<file path="src/rtl/face_detection_ip_core.sv">
// Mailbox-driven tile-brightness detector: host streams a frame pixel by pixel, reads back flagged tile origins.
// One-cycle registered response to every write; no backpressure, illegal commands are dropped.
module face_detection_ip_core #(
  parameter int FRAME_WIDTH  = 800,
  parameter int FRAME_HEIGHT = 600,
  parameter int TILE         = 100,
  parameter int THRESHOLD    = 128
) (
  input  logic        s_clk,
  input  logic        s_reset,
  input  logic [2:0]  s_address,
  input  logic        s_read,
  output logic [12:0] s_readdata,
  input  logic        s_write,
  input  logic [12:0] s_writedata,
  output logic [63:0] SEG7
);

  localparam int TX    = FRAME_WIDTH / TILE;
  localparam int TY    = FRAME_HEIGHT / TILE;
  localparam int NT    = TX * TY;
  localparam int TW    = (TILE > 1) ? $clog2(TILE) : 1;
  localparam int TXW   = (TX > 1) ? $clog2(TX) : 1;
  localparam int TYW   = (TY > 1) ? $clog2(TY) : 1;
  localparam int TIW   = $clog2(NT + 1);
  localparam int CW    = $clog2(NT + 1);
  localparam int IW    = $clog2(2 * NT + 2);
  localparam int SUM_W = $clog2(TILE * TILE * 255 + 1);
  localparam int unsigned THR_SUM = THRESHOLD * TILE * TILE;

  localparam logic [TW-1:0]  P_LAST  = TW'(TILE - 1);
  localparam logic [TXW-1:0] TX_LAST = TXW'(TX - 1);
  localparam logic [TYW-1:0] TY_LAST = TYW'(TY - 1);

  localparam logic [12:0] CMD_START_PIX  = 13'd1;
  localparam logic [12:0] CMD_STOP_PIX   = 13'd2;
  localparam logic [12:0] CMD_START_RES  = 13'd3;
  localparam logic [12:0] CMD_STOP_RES   = 13'd4;
  localparam logic [12:0] CMD_RESET      = 13'd5;

  localparam logic [3:0] ST_IDLE      = 4'd10;
  localparam logic [3:0] ST_WAIT_PIX  = 4'd11;
  localparam logic [3:0] ST_STOP_PIX  = 4'd12;
  localparam logic [3:0] ST_START_RES = 4'd13;
  localparam logic [3:0] ST_STOP_RES  = 4'd14;
  localparam logic [3:0] ST_FINISH    = 4'd15;

  typedef enum logic [2:0] {
    S_IDLE, S_WAIT_PIX, S_GET_PIX, S_FRAME_DONE,
    S_RES_ACK, S_RES_WORD, S_RES_NEXT, S_FINISH
  } state_t;

  state_t             state_q, state_d;
  logic [3:0]         status_q, status_d;
  logic [12:0]        readdata_q, readdata_d;
  logic [TW-1:0]      px_q, px_d, py_q, py_d;
  logic [TXW-1:0]     tx_q, tx_d;
  logic [TYW-1:0]     ty_q, ty_d;
  logic [SUM_W-1:0]   acc_q [TX];
  logic [SUM_W-1:0]   acc_d [TX];
  logic [NT-1:0]      flags_q, flags_d;
  logic               done_q, done_d;
  logic [IW-1:0]      idx_q, idx_d;
  logic [TIW-1:0]     cur_q, cur_d;
  logic               armed_q;

  logic               wr;
  logic [CW-1:0]      n_flags;
  logic [12:0]        word;
  logic [7:0]         cnt8;
  logic               unused_inputs;

  assign unused_inputs = ^{s_address, s_read};
  // The first edge after reset release never accepts a write.
  assign wr = s_write & armed_q;

  function automatic logic [TIW-1:0] next_flag(input logic [NT-1:0] f, input logic [TIW-1:0] start);
    next_flag = TIW'(NT);
    for (int i = NT - 1; i >= 0; i--) begin
      if (f[i] && i >= int'(start)) next_flag = TIW'(i);
    end
  endfunction

  function automatic logic [7:0] seg_hex(input logic [3:0] v);
    case (v)
      4'h0: seg_hex = 8'hC0;  4'h1: seg_hex = 8'hF9;  4'h2: seg_hex = 8'hA4;  4'h3: seg_hex = 8'hB0;
      4'h4: seg_hex = 8'h99;  4'h5: seg_hex = 8'h92;  4'h6: seg_hex = 8'h82;  4'h7: seg_hex = 8'hF8;
      4'h8: seg_hex = 8'h80;  4'h9: seg_hex = 8'h90;  4'hA: seg_hex = 8'h88;  4'hB: seg_hex = 8'h83;
      4'hC: seg_hex = 8'hC6;  4'hD: seg_hex = 8'hA1;  4'hE: seg_hex = 8'h86;  default: seg_hex = 8'h8E;
    endcase
  endfunction

  always_comb begin
    n_flags = '0;
    for (int i = 0; i < NT; i++) begin
      if (flags_q[i]) n_flags = n_flags + CW'(1);
    end
  end

  // Word 0 is the count; odd words are x-origins, even words y-origins of cur_q.
  always_comb begin
    word = '0;
    if (idx_q == '0)   word = 13'(n_flags);
    else if (idx_q[0]) word = 13'((int'(cur_q) % TX) * TILE);
    else               word = 13'((int'(cur_q) / TX) * TILE);
  end

  always_comb begin
    state_d  = state_q;
    status_d = status_q;
    px_d     = px_q;
    py_d     = py_q;
    tx_d     = tx_q;
    ty_d     = ty_q;
    acc_d    = acc_q;
    flags_d  = flags_q;
    done_d   = done_q;
    idx_d    = idx_q;
    cur_d    = cur_q;

    if (state_q == S_RES_ACK) state_d = S_RES_WORD;

    if (wr) begin
      if (state_q == S_GET_PIX) begin
        state_d  = S_WAIT_PIX;
        status_d = ST_WAIT_PIX;
        if (!done_q) begin
          acc_d[tx_q] = acc_q[tx_q] + SUM_W'(s_writedata[7:0]);
          if (px_q == P_LAST && tx_q == TX_LAST && py_q == P_LAST) begin
            for (int c = 0; c < TX; c++) begin
              flags_d[int'(ty_q) * TX + c] = (32'(acc_d[c]) >= THR_SUM);
              acc_d[c] = '0;
            end
          end
          if (px_q != P_LAST) begin
            px_d = px_q + 1'b1;
          end else begin
            px_d = '0;
            if (tx_q != TX_LAST) begin
              tx_d = tx_q + 1'b1;
            end else begin
              tx_d = '0;
              if (py_q != P_LAST) begin
                py_d = py_q + 1'b1;
              end else begin
                py_d = '0;
                if (ty_q != TY_LAST) begin
                  ty_d = ty_q + 1'b1;
                end else begin
                  ty_d   = '0;
                  done_d = 1'b1;
                end
              end
            end
          end
        end
      end else if (s_writedata == CMD_RESET) begin
        state_d  = S_WAIT_PIX;
        status_d = ST_WAIT_PIX;
        px_d     = '0;
        py_d     = '0;
        tx_d     = '0;
        ty_d     = '0;
        for (int c = 0; c < TX; c++) acc_d[c] = '0;
        flags_d  = '0;
        done_d   = 1'b0;
        idx_d    = '0;
        cur_d    = '0;
      end else begin
        case (state_q)
          S_WAIT_PIX: begin
            if (s_writedata == CMD_START_PIX) begin
              state_d  = S_GET_PIX;
              status_d = ST_STOP_PIX;
            end else if (s_writedata == CMD_STOP_PIX && done_q) begin
              state_d  = S_FRAME_DONE;
              status_d = ST_STOP_PIX;
            end
          end
          S_FRAME_DONE, S_RES_NEXT: begin
            if (s_writedata == CMD_START_RES) begin
              state_d  = S_RES_ACK;
              status_d = ST_START_RES;
            end
          end
          S_RES_WORD: begin
            if (s_writedata == CMD_STOP_RES) begin
              idx_d = idx_q + 1'b1;
              if (idx_q == '0)    cur_d = next_flag(flags_q, '0);
              else if (!idx_q[0]) cur_d = next_flag(flags_q, cur_q + 1'b1);
              if (int'(idx_q) + 1 >= 1 + 2 * int'(n_flags)) begin
                state_d  = S_FINISH;
                status_d = ST_FINISH;
              end else begin
                state_d  = S_RES_NEXT;
                status_d = ST_STOP_RES;
              end
            end
          end
          default: ;
        endcase
      end
    end

    readdata_d = (state_d == S_RES_WORD) ? word : 13'(status_d);
  end

  always_ff @(posedge s_clk or negedge s_reset) begin
    if (!s_reset) begin
      state_q    <= S_IDLE;
      status_q   <= ST_IDLE;
      readdata_q <= 13'(ST_IDLE);
      px_q       <= '0;
      py_q       <= '0;
      tx_q       <= '0;
      ty_q       <= '0;
      for (int c = 0; c < TX; c++) acc_q[c] <= '0;
      flags_q    <= '0;
      done_q     <= 1'b0;
      idx_q      <= '0;
      cur_q      <= '0;
      armed_q    <= 1'b0;
    end else begin
      state_q    <= state_d;
      status_q   <= status_d;
      readdata_q <= readdata_d;
      px_q       <= px_d;
      py_q       <= py_d;
      tx_q       <= tx_d;
      ty_q       <= ty_d;
      acc_q      <= acc_d;
      flags_q    <= flags_d;
      done_q     <= done_d;
      idx_q      <= idx_d;
      cur_q      <= cur_d;
      armed_q    <= 1'b1;
    end
  end

  assign cnt8       = 8'(n_flags);
  assign s_readdata = readdata_q;
  assign SEG7       = {32'hFFFF_FFFF, seg_hex(cnt8[7:4]), seg_hex(cnt8[3:0]),
                       seg_hex(4'h0), seg_hex(status_q)};

endmodule

</file>
<file path="config.mk">
export PLATFORM = sky130hd
export DESIGN_NAME = face_detection_ip_core
export DESIGN_NICKNAME = d
export VERILOG_FILES = /design/src/rtl/face_detection_ip_core.sv
export SDC_FILE = /design/constraint.sdc
export NUM_CORES = 1
export LEC_CHECK = 0
export CORE_MARGIN = 1.5
export CORE_UTILIZATION = 39
export DETAILED_ROUTE_END_ITERATION = 16
export MAX_ROUTING_LAYER = met4
export PLACE_DENSITY = 0.62
export SYNTH_ARGS = -nofsm -noshare
export SYNTH_HDL_FRONTEND = slang
export SYNTH_SLANG_ARGS = --single-unit
</file>
<file path="constraint.sdc">
create_clock -name s_clk -period 47.5 [get_ports s_clk]
set_input_delay 14.25 -clock s_clk [delete_from_list [all_inputs] [get_ports s_clk]]
set_output_delay 14.25 -clock s_clk [all_outputs]
set_load 0.02 [all_outputs]
</file>
; Word-level counts from Yosys, hierarchy flattened
; Memories as Yosys holds them, arrays and structs flattened.
; Cells that the tools add are included.
[op_classes]
addsub = 63
mul = 2
order_cmp = 75
n_eq_ne = 25
n_mux = 239
bitwise = 3
reduce_logical = 73
[ops]
columns = op, n
row1 = 6-bit two-way mux, 146
row2 = 176-bit two-way mux, 4
row3 = 48-bit bitwise mux, 8
row4 = 6-bit by 1-bit adder with 6-bit output (second input constant), 48
row5 = 48-bit two-way mux, 4
row6 = 176-bit bitwise mux, 1
row7 = 22-bit by 21-bit >= comparator with 1-bit output (second input constant), 8
row8 = 5-bit by 6-bit >= comparator with 1-bit output (first input constant), 16
row9 = 6-bit >= comparator (first input constant), 16
row10 = 7-bit two-way mux, 12
row11 = 22-bit binary-select mux with 3-bit select, 1
row12 = 22-bit demux with 3-bit select, 1
row13 = 22-bit two-way mux, 3
row14 = 1-bit logical AND, 60
row15 = 3-bit two-way mux, 19
row16 = 7-bit by 1-bit >= comparator with 1-bit output (second input constant), 7
row17 = 7-bit < comparator (second input constant), 7
row18 = 4-bit by 6-bit >= comparator with 1-bit output (first input constant), 8
row19 = 1-bit demux with 6-bit select, 7
row20 = 6-bit by 3-bit adder with 7-bit output (second input constant), 4
row21 = 4-bit two-way mux, 7
row22 = 13-bit by 2-bit == test with 1-bit output (second input constant), 2
row23 = 13-bit by 3-bit == test with 1-bit output (second input constant), 2
row24 = 13-bit two-way mux, 2
row25 = 43 further kinds, 87
[word_totals]
reg_bits = 279
rom_bits = 336
word_cells = 503
n_memories = 3
[mem_list]
columns = name, words, width, rd, rd_clocked_by_memory_dff, write_ports, line_no
row1 = (no name shown), 16, 7, 1, 0, 0, 85  ; case (v)
row2 = (no name shown), 16, 7, 1, 0, 0, 85
row3 = (no name shown), 16, 7, 1, 0, 0, 85

; Logic depth before layout (Yosys ltp)
[depth]
word_depth = 105
ltp_mapped = 150

; Worst setup path before layout
; No wires, ideal clock.
[synth_path]
path_kind = register to output
startpoint = register flags_q[1]
endpoint = output port SEG7[16]
arrival_time_ps = 24505
required_time_ps = 33250
path_slack_ps = 8745
stages_incl_launch_ff = 138
n_path_buf = 1
path_cell_list = dfrtp_1 inv_1 ha_1 buf_2 xor2_1 ha_1 xor2_1 mux2i_1 xnor2_1 mux2i_1 ha_1 xnor2_1 nor2_1 a31oi_1 xnor2_1 mux2_2 ha_1 nand2_1 (+102 left out) nand2_1 o21ai_0 o31ai_1 inv_1 ha_1 nand2_1 o21ai_0 ha_1 mux2i_1 inv_1 ha_1 nand2_1 xor2_1 xnor2_1 clkinv_1 nand2b_1 o22ai_1 a31oi_1
[synth_via]
elab_chain_len = 94
[synth_rtl]
columns = item, line_no
row1 = start: declaration, 61  ; logic [NT-1:0] flags_q, flags_d;
row2 = start signal: assignment, 232  ; flags_q <= flags_d;
row3 = 6-bit two-way mux (*), 96  ; if (flags_q[i]) n_flags = n_flags + CW'(1);
row4 = 6-bit by 1-bit adder with 6-bit output, 96
row5 = 6-bit two-way mux (*), 96
row6 = 6-bit by 1-bit adder with 6-bit output, 96
row7 = 6-bit two-way mux (*), 96
row8 = 6-bit by 1-bit adder with 6-bit output, 96
row9 = 6-bit two-way mux (*), 96
row10 = 6-bit by 1-bit adder with 6-bit output, 96
row11 = (+78 left out), --
row12 = 6-bit two-way mux (*), 96
row13 = 6-bit by 1-bit adder with 6-bit output, 96
row14 = 6-bit two-way mux (*), 96
row15 = 6-bit by 1-bit adder with 6-bit output, 96
row16 = 6-bit two-way mux (*), 96
row17 = 6-bit by 1-bit adder with 6-bit output, 96
row18 = 6-bit two-way mux (*), 96
row19 = memory read 16 x 7 bit (*), --
row20 = end: declaration, 16  ; output logic [63:0] SEG7
; Mark *: on every way between the ends. The rest lies on a longest branch, timed or not.

; Worst setup path in the final report
; Ends and elaborated chain as after synthesis.

==> results by group <==
Outcome
  – Run status: finished, violations left
  – Failing checks: DRC

Final layout
  – Post-Layout Cell Count: 3678
  – Finished Cell Area: 25300 um^2
  – Ant diodes: 0
  – Area Growth Syn to Fin: 7.89%
  – Layout Nets: 2997
  – Share of cells above drive strength 1: 0.0561

Synth
  – Ys async rst share: 1.00
  – Number of synthesized flops with an enable pin: 0
  – Top-area cell type share of the netlist area: 0.291
  – Seq/Total Area, Yosys: 0.295
  – Primary FF master, synth: dfrtp_1
  – Post-synthesis register bit count: 276
  – Synth area leader: dfrtp_1
  – Area of the mapped netlist: 23400 um^2
  – Syn Inst Count: 2934
  – Synth Warn #: 0
  – Main area contributors after synthesis: dfrtp_1 (29%), nand2_1 (7.5%), o21ai_0 (7.1%)
  – Post-synth cell types: 95
  – Avg Inst Size Synth: 7.98 um^2

Placed design
  – Final RePlAce weighted congestion: 0.964
  – Placed cells: 3626
  – IO buf count: 45
  – Post-DP HPWL: 48000 um
  – Placed instance area: 24300 um^2

Detailed routing
  – Avg Vias per Cell: 5.80
  – DR WL/cell: 18.1 um
  – DRT Pass-1 Iters: 14
  – DRC: 1
  – Total Wirelength: 66400 um
  – DR vias: 21300
  – Initial DRC Count: 1621
  – ANT nets after route: 0

STA
  – Least-Margin Pin Slew: 1320 ps
  – Slew HR: 0.114
  – WHS: 481 ps
  – Setup violators final: 0
  – RSZ-0062 raised after global routing: no
  – Final clock skew: 62.8 ps
  – Tmin final: 43800 ps
  – Final Max Tran Viols: 0
  – Fmax: 0.0228 GHz
  – Final hold viol count: 0
  – Fin Setup TNS: 0 ps
  – Tcrit/Tclk final: 0.922

Clock tree
  – Reg clk slew, reported paths: 60 ps
  – Clk_lat worst skew: 600 ps
  – Postcts setup bufs: 0
  – CTS Hold Bufs: 0
  – PostCTS Resize Cnt: 0
  – Clk Tree Root Cell: clkbuf_16
  – Clock sinks: 276
  – CTS H-tree lvls: 1
  – Worst-case clock buffer depth: 3
  – CTS tree: yes
  – TritonCTS buffer count: 28

Pwr
  – VDD IR-drop max: 0.0316 mV
  – PD cells: 19.1 nW/um^2
  – Pleak: 10.9 nW
  – Tot Pwr: 481 uW

Die
  – Die width: 248 um
  – Initial core utilization: 0.396
  – DIE AREA: 61500 um^2
  – Die height: 248 um
  – Row count: 89
  – Std-Cell Core Area: 59100 um^2
  – I/O pins: 97

Worst setup path
  – Critical path's most frequent cell: ha_1
  – Critical path's largest stage delay: 1050 ps
  – R2R Path End: s_readdata[9]$_DFF_PN0_
  – Max FO, Critical Path: 13
  – Delay-heaviest family, CP: compound AO/OA/AOI/OAI gates
  – Element type at the critical path end: output pin
  – Crit-path slowest cell: xnor2_1
  – Critical path data required time: 33250 ps
  – Crit path from: flags_q[1]$_DFFE_PN0P_
  – R2r setup slk: 17030 ps
  – Critical path class: flip-flop to output pin
  – Critical R2R Launch: flags_q[1]$_DFFE_PN0P_
  – Reg2reg path depth: 144
  – Buf+Inv Stages, Crit Path: 6
  – Critical Path AT: 29550 ps
  – Setup crit start kind: flip-flop

Min path
  – Hold Startpoint: acc_q[92]$_DFFE_PN0P_
  – Hold endpoint: acc_q[92]$_DFFE_PN0P_
  – WHS Path Cells: 2
  – Hold Crit Class: flip-flop to flip-flop

GRT
  – First-pass GRT wire length: 108000 um
  – Largest net degree at the start of global routing: 169
  – Antenna violations before repair: 0
  – Total track usage: 0.221
  – GR Overflow Total: 0
  – Vias in the first global route: 20400

Run
  – Max-Cap Viols: 0
-- area by class of cell --
| cell class | instances | area (um^2) |
|---|---|---|
| Fill cell | 5867 | 33900 |
| Multi-Input combinational cell | 2426 | 15500 |
| Sequential cell | 276 | 6910 |
| Tap cell | 773 | 967 |
| Clock buffer | 40 | 826 |
| Timing Repair Buffer | 71 | 663 |
| Inverter | 80 | 307 |
| Clock inverter | 12 | 113 |
-- synthesized netlist by cell type, types with 13 or more instances --
| cell | number |
|---|---|
| inv_1 | 76 |
| xor2_1 | 94 |
| a21oi_1 | 156 |
| buf_4 | 50 |
| nand4_1 | 35 |
| a21boi_0 | 13 |
| o21ai_1 | 18 |
| nand2_1 | 466 |
| o21a_1 | 13 |
| xnor2_1 | 155 |
| o31ai_1 | 21 |
| mux2i_1 | 41 |
| o22ai_1 | 45 |
| a31oi_1 | 22 |
| nor4_1 | 19 |
| xnor3_1 | 15 |
| nor2b_1 | 24 |
| and3_1 | 37 |
| nand2b_1 | 37 |
| clkbuf_1 | 134 |
| xnor2_2 | 15 |
| or4_1 | 16 |
| ha_1 | 93 |
| a21o_1 | 23 |
| and2_1 | 24 |
| nor2_1 | 214 |
| nor3_1 | 46 |
| a22o_1 | 30 |
| nand3_1 | 83 |
| a22oi_1 | 61 |
| o211ai_1 | 28 |
| o21ai_0 | 334 |
| dfrtp_1 | 272 |
-- flip-flops by register name, summed over array words and instances, names as in the netlist --
register    cells
state_q         3
flags_q        48
ty_q            3
status_q        4
tx_q            3
acc_q         176
done_q          1
cur_q           6
armed_q         1
px_q            7
s_readdata     10
idx_q           7
py_q            7
-- placed cells by master, fill, tap and decap left out, drive strengths merged, types with 26 or more instances in the layout --
cell type      instances
nand2                466
o21ai                352
dfrtp                272
nor2                 214
xnor2                173
a21oi                159
xor2                 100
ha                    93
nand3                 83
inv                   77
a22oi                 61
nor3                  49
conb                  48
o22ai                 45
clkdlybuf4s50         44
mux2i                 41
clkbuf                40
and3                  37
nand2b                37
nand4                 35
a22o                  30
o211ai                28
buf                   27
xnor3                 26
-- where the power goes --
| part | total (mW) | switching [mW] | internal (mW) | leakage (nW) |
|---|---|---|---|---|
| Sequential | 0.236 | 0.000568 | 0.236 | 3.81 |
| Combinational | 0.0186 | 0.0133 | 0.00531 | 6.67 |
| Clock | 0.227 | 0.0998 | 0.127 | 0.468 |
-- stage by stage --
stage,worst slack [ps],util
after floorplan,8740,-
after CTS,3910,0.427
final,3700,0.427
after global routing,891,0.427
after detailed placement,4610,0.411
after global placement,5150,0.411
-- worst register-to-register path, delay by kind of cell, from the launching register on --
kind / cells / cell delay, ps
compound gates: 45 / 8670
xor+xnor: 23 / 4680
fa+ha+maj: 26 / 8200
buf+inv: 6 / 620
flops: 1 / 490
mux: 11 / 2080
simple gates: 33 / 5600
-- metal layers --
layer,vias up,routed length [um],GRT usage
met2,614,31900,0.369
met1,10300,29500,0.285
met5,-,0,-
met4,0,1630,0.0517
li1,10200,-,-
met3,134,3420,0.0255
-- cell families after synthesis --
family,Yosys count,synth area share
fa+ha+maj,94,0.0506
xor+xnor,303,0.141
other cells,2,0.000321
compound gates,866,0.228
buf+inv,278,0.0532
flops,276,0.295
mux,46,0.0199
simple gates,1069,0.212
-- worst max path at each step --
stage	to	slack [ps]	depth (start not counted)
6_report	SEG7[16]	3700	135
3_5_place_dp	SEG7[16]	4610	135
2_1_floorplan	SEG7[16]	8740	137
5_1_grt	SEG7[16]	890	135
3_3_place_gp	SEG7[16]	5150	135
4_1_cts	SEG7[16]	3910	135
No activity file was read; power rests on OpenSTA's default activity.
